$ cat src/rtl/vga_timing_gen.sv
// Raster timing generator: free-running h/v counters with registered, mutually aligned sync/de/X/Y/pulse outputs.
// Optional colour-bar source on pattern_rgb when VGA_TEST_PATTERN_EN is defined.
module vga_timing_gen #(
  parameter int H_ACTIVE = 640,
  parameter int H_FP     = 16,
  parameter int H_SYNC   = 96,
  parameter int H_BP     = 48,
  parameter int V_ACTIVE = 480,
  parameter int V_FP     = 10,
  parameter int V_SYNC   = 2,
  parameter int V_BP     = 33,
  parameter bit HS_POL   = 1'b0,
  parameter bit VS_POL   = 1'b0
) (
  input  logic       pclk,
  input  logic       rst,
  output logic       hsync,
  output logic       vsync,
  output logic       de,
  output logic [9:0] X,
  output logic [9:0] Y,
  output logic       line_start,
  output logic       frame_start
`ifdef VGA_TEST_PATTERN_EN
  ,
  output logic [15:0] pattern_rgb
`endif
);

  localparam int H_TOTAL = H_ACTIVE + H_FP + H_SYNC + H_BP;
  localparam int V_TOTAL = V_ACTIVE + V_FP + V_SYNC + V_BP;
  localparam int HW = ($clog2(H_TOTAL) > 10) ? $clog2(H_TOTAL) : 10;
  localparam int VW = ($clog2(V_TOTAL) > 10) ? $clog2(V_TOTAL) : 10;

  localparam logic [HW-1:0] H_LAST     = HW'(H_TOTAL - 1);
  localparam logic [HW-1:0] H_ACT_END  = HW'(H_ACTIVE);
  localparam logic [HW-1:0] H_SYNC_BEG = HW'(H_ACTIVE + H_FP);
  localparam logic [HW-1:0] H_SYNC_END = HW'(H_ACTIVE + H_FP + H_SYNC);
  localparam logic [VW-1:0] V_LAST     = VW'(V_TOTAL - 1);
  localparam logic [VW-1:0] V_ACT_END  = VW'(V_ACTIVE);
  localparam logic [VW-1:0] V_SYNC_BEG = VW'(V_ACTIVE + V_FP);
  localparam logic [VW-1:0] V_SYNC_END = VW'(V_ACTIVE + V_FP + V_SYNC);

  logic [HW-1:0] h_cnt_reg, h_cnt_next;
  logic [VW-1:0] v_cnt_reg, v_cnt_next;
  logic          active, hs_active, vs_active;
  logic          line_start_next, frame_start_next;
  logic [9:0]    x_next, y_next;

  always_comb begin
    h_cnt_next = h_cnt_reg + HW'(1);
    v_cnt_next = v_cnt_reg;
    if (h_cnt_reg == H_LAST) begin
      h_cnt_next = '0;
      if (v_cnt_reg == V_LAST) begin
        v_cnt_next = '0;
      end else begin
        v_cnt_next = v_cnt_reg + VW'(1);
      end
    end
  end

  // All decode is from the current counter value so every output lags the counters by one pclk.
  always_comb begin
    active           = (h_cnt_reg < H_ACT_END) && (v_cnt_reg < V_ACT_END);
    hs_active        = (h_cnt_reg >= H_SYNC_BEG) && (h_cnt_reg < H_SYNC_END);
    vs_active        = (v_cnt_reg >= V_SYNC_BEG) && (v_cnt_reg < V_SYNC_END);
    line_start_next  = (h_cnt_reg == '0) && (v_cnt_reg < V_ACT_END);
    frame_start_next = (h_cnt_reg == '0) && (v_cnt_reg == '0);
    x_next           = '0;
    y_next           = '0;
    if (active) begin
      x_next = h_cnt_reg[9:0];
      y_next = v_cnt_reg[9:0];
    end
  end

  always_ff @(posedge pclk) begin
    if (rst) begin
      h_cnt_reg   <= '0;
      v_cnt_reg   <= '0;
      hsync       <= ~HS_POL;
      vsync       <= ~VS_POL;
      de          <= 1'b0;
      X           <= '0;
      Y           <= '0;
      line_start  <= 1'b0;
      frame_start <= 1'b0;
    end else begin
      h_cnt_reg   <= h_cnt_next;
      v_cnt_reg   <= v_cnt_next;
      hsync       <= hs_active ? HS_POL : ~HS_POL;
      vsync       <= vs_active ? VS_POL : ~VS_POL;
      de          <= active;
      X           <= x_next;
      Y           <= y_next;
      line_start  <= line_start_next;
      frame_start <= frame_start_next;
    end
  end

`ifdef VGA_TEST_PATTERN_EN
  localparam int BAR_W = H_ACTIVE / 8;

  logic [6:0]  bar_ge;
  logic [2:0]  bar_idx;
  logic [15:0] bar_rgb;
  logic [15:0] pattern_next;

  // Bar index is the number of bar boundaries already passed; avoids a divider.
  genvar gi;
  generate
    for (gi = 0; gi < 7; gi++) begin : g_bar
      localparam logic [HW-1:0] BOUND = HW'(BAR_W * (gi + 1));
      assign bar_ge[gi] = (h_cnt_reg >= BOUND);
    end
  endgenerate

  always_comb begin
    bar_idx = 3'($countones(bar_ge));
    case (bar_idx)
      3'd0:    bar_rgb = 16'hFFFF;
      3'd1:    bar_rgb = 16'hFFE0;
      3'd2:    bar_rgb = 16'h07FF;
      3'd3:    bar_rgb = 16'h07E0;
      3'd4:    bar_rgb = 16'hF81F;
      3'd5:    bar_rgb = 16'hF800;
      3'd6:    bar_rgb = 16'h001F;
      default: bar_rgb = 16'h0000;
    endcase
    pattern_next = active ? bar_rgb : 16'h0000;
  end

  always_ff @(posedge pclk) begin
    if (rst) begin
      pattern_rgb <= 16'h0000;
    end else begin
      pattern_rgb <= pattern_next;
    end
  end
`endif

endmodule
$ cat config.mk
export PLATFORM = sky130hd
export DESIGN_NAME = vga_timing_gen
export DESIGN_NICKNAME = d
export VERILOG_FILES = /design/src/rtl/vga_timing_gen.sv
export SDC_FILE = /design/constraint.sdc
export NUM_CORES = 1
export LEC_CHECK = 0
export ABC_AREA = 1
export BUFFER_PORTS_ARGS = -buffer_cell sky130_fd_sc_hd__buf_2
export CELL_PAD_IN_SITES_DETAIL_PLACEMENT = 0
export CELL_PAD_IN_SITES_GLOBAL_PLACEMENT = 1
export CORE_MARGIN = 4
export CORE_UTILIZATION = 37
export CTS_CLUSTER_SIZE = 30
export DETAILED_ROUTE_END_ITERATION = 10
export PLACE_DENSITY = 0.75
export SETUP_SLACK_MARGIN = 0.2
export SLEW_MARGIN = 40
export SYNTH_ARGS = -nofsm -noshare
export SYNTH_HDL_FRONTEND = slang
export SYNTH_SLANG_ARGS = --single-unit
$ cat constraint.sdc
create_clock -name pclk -period 1.2 [get_ports pclk]
set_input_delay 0.18 -clock pclk [delete_from_list [all_inputs] [get_ports pclk]]
set_output_delay 0.18 -clock pclk [all_outputs]
set_load 0.005 [all_outputs]
Yosys cells after proc, flatten, opt, wreduce, memory -nomap -nowiden --
Cells that the tools add are included.
Storage, ports and cells: bits in registers 45, logic and storage cells 32
Cells by class: reductions and logical operators 9, order comparisons 6, bitwise gates (word level) 1, add/sub/neg operators 2, multiplexer cells 3, eq/ne operators 2
Operators with widths (number):
- $add 10x1->10 const B | 2
- $eq 10x10->1 const B | 2
- $logic_not 10->1 | 2
- $lt 10x10->1 const B | 2
- $lt 10x9->1 const B | 2
- $ge 10x10->1 const B | 1
- $ge 10x9->1 const B | 1
- $mux 10 | 1
- $logic_and 1x1->1 | 5
- $reduce_or 2->1 | 2
- $mux 1 | 2
- $not 1->1 | 1

Depth between registers and ports, before layout --
depth after elaboration 4, mapped depth 9, gate-level depth less buffers 9

Least setup slack after synthesis --
OpenSTA, ideal clock, no wires.
path kind register to register, from register h_cnt_reg[0], to register v_cnt_reg[1], arrival 1163 ps, path buffers 1, stages on the path, launching flop included 8, setup slack -83 ps, path through dfxtp_1 ha_1 nand2_1 nor2_4 nand3_2 nand2_2 buf_4 o22ai_1
On the way: longest elaborated chain between the ends 1
RTL lines:
- start: declaration | line 44 | logic [HW-1:0] h_cnt_reg, h_cnt_next;
- start signal: assignment | line 90 | h_cnt_reg <= h_cnt_next;
- $eq 10x10->1 | line 53 | if (h_cnt_reg == H_LAST) begin
- end signal: assignment | line 91 | v_cnt_reg <= v_cnt_next;
- end: declaration | line 45 | logic [VW-1:0] v_cnt_reg, v_cnt_next;
Every way passes these cells. A chain may end at the register's enable or synchronous reset.

Final worst setup path --
from register h_cnt_reg[1], to register v_cnt_reg[4]
The elaborated chain is that of the path after synthesis.

==> flow_summary.ini <==
[outcome]
outcome = finished, violations left
violations = negative setup slack

[sta]
setup_viol = 20
whs_ns = 0.2587
drv_slew = 0
rsz0062_at_grt = yes
report.final.hold_viol_count = 0
min_period_over_period = 1.080
skew_ns = 0.01002
clock.fmax_ghz = 0.7719
finalSetupTns_ns = -1.092
worst_slack_ns = -0.09557
fin_crit_ns = 1.296

[detailed_routing]
drtPass1Iterations = 4
wire_per_inst_um = 12.32
vias = 1733
ant_nets = 0
via_per_inst = 4.513
first_iter_violations = 119
wirelength_um = 4731
drc_errors = 0

[floorplan]
rows = 25
dieArea_um2 = 6227
ios = 27
dieWidth_um = 78.91
initial_core_util = 0.3888
die_h_um = 78.91
core_um2 = 4786

[grt]
grt_busiest_layer = met2
grt_pass1_wl_um = 7976
grt_pass1_vias = 1650
met2_usage = 0.2623
grt_use_met1 = 0.2207
antenna_found_initial = 0
grt.total_usage = 0.1665
grt_max_degree = 14
grtUsageMet3 = 0.04082
grt-ovfl-total = 0

[clock_tree]
clock-sinks = 45
htreeDepth = 2
cts.clk_slew.worst_paths_ns = 0.08
clk_path_buf_depth = 2
holdBufCountCts = 0
cts_buffers = 5
cts_tree = built
clock_latency_ns = 0.30
clockRootBuffer = clkbuf_8

[worst_setup_path]
critPathLaunchType = flip-flop
setup.worst_path.start = h_cnt_reg[1]
arrival_ns = 1.50
crit_fanout = 6
crit_top_cell = nor2_1
slowest_stage = dfxtp_2
slowest_delay_ns = 0.36
r2r_start = h_cnt_reg[1]
path_class = flip-flop to flip-flop
crit_chain = ha_4, nand2_4, nor2_4, nand4_4, nor2_1, nand2_1, nor2_1, nor2_1
crit_required_ns = 1.40
end_kind = flip-flop

[cells_and_area]
fin_nets = 323
syn_to_final_growth_pct = 48.96
drive_gt1_frac = 0.4858
num_antenna_cells = 0
fin_cells = 384

[synth]
synth_seq_cells = 45
ys_seq_area_frac = 0.4842
syn_area_um2 = 1861
ys_warn_count = 0
synth_cells = 241
ys_types = 27
synth_nets = 248
syn_area_per_cell_um2 = 7.720

[worst_hold_path]
min_from = rst
hp-class = primary input to flip-flop

[power]
ir_worst_vdd_uv = 758.5
power_density_nw_per_um2 = 1037
leakage_uw = 0.001286

[placed_design]
port_buffers = 26
gp_congestion = 0.8871
dp_cells = 369
pre_cts_slack_ns = -0.1531
hpwl_um = 3313

[flow_run]
drv_cap = 0
[timing repair]
item                       in CTS  in global routing
setup endpoints to repair      43                 44
setup buffers                   4                  1
resized for setup              41                 31
pin swaps                      14                  4
gates cloned                    2                  0
[critical path, delay by kind of cell (launching register included)]
family                     cells  cell delay [ns]
and+or+nand+nor                7             0.69
adders and majority gates      1             0.15
DFF                            1             0.36
[logic make-up after synthesis]
group,synth area share
buffers and inverters,0.08272
other,0.002016
adders and majority gates,0.03362
AOI/OAI and AO/OA,0.04237
DFF,0.4842
and+or+nand+nor,0.3457
xor gates and xnor gates,0.009417
[per-stage QoR]
step | total power [uW] | area (um2) | utilization
after floorplan | 1636 | 1913 | -
after global placement | 1689 | 2379 | 0.4970
after detailed placement | 1690 | 2379 | 0.4970
after CTS | 2907 | 2673 | 0.5584
after global routing | 3020 | 2771 | 0.5791
final | 2875 | 2771 | 0.5791
[final timing paths]
path / endpoint / slack [ns] / cells past startpoint
max reg2reg: v_cnt_reg[4] / -0.1 / 8
max: v_cnt_reg[4] / -0.1 / 8
min reg2reg: X[2] / 0.51 / 2
min: v_cnt_reg[6] / 0.26 / 3
[synthesized netlist by cell type, drive strengths merged]
cell     instances  area share
o2111ai          2      0.0094
nor3b            2       0.011
nor3             7       0.030
nand3           13       0.043
nand4            6       0.024
a21oi            8       0.022
nand3b           2      0.0081
nor4             1      0.0034
buf              3       0.012
nand2           51        0.11
o21ai            3      0.0081
inv             35       0.071
xor2             2      0.0094
dfxtp           45        0.48
nor2            54        0.12
ha               5       0.034
conb             1      0.0020
o22ai            1      0.0034
[layout by cell type, fill, tap and decap left out, drive strengths merged]
master	n
a21oi	8
buf	71
bufinv	1
clkbuf	7
conb	1
dfxtp	45
ha	5
inv	35
nand2	51
nand3	13
nand3b	2
nand4	6
nor2	54
nor3	7
nor3b	2
nor4	1
o2111ai	2
o21ai	3
o22ai	1
xor2	2
[layer usage]
layer | vias to the layer above | wire [um]
met3 | 4 | 225
li1 | 900 | -
met5 | - | 0
met1 | 787 | 2171
met4 | 0 | 54
met2 | 42 | 2280
[where the power goes]
part / internal (uW) / total (uW) / switching [uW]
clock network: 679 / 1190 / 506
registers: 1510 / 1520 / 12.3
logic: 73.2 / 165 / 91.7
total: 2260 / 2870 / 610
[area by class of cell]
type	instances	area, um2
sequential	45	923.4
clock inverter	1	30.03
clock buffer	7	86.33
tap	67	83.83
inverter	35	141.4
multi-input combinational	158	1008
timing repair buffer	71	498.0
fill	460	2014
No activity file was read; power rests on OpenSTA's default activity.
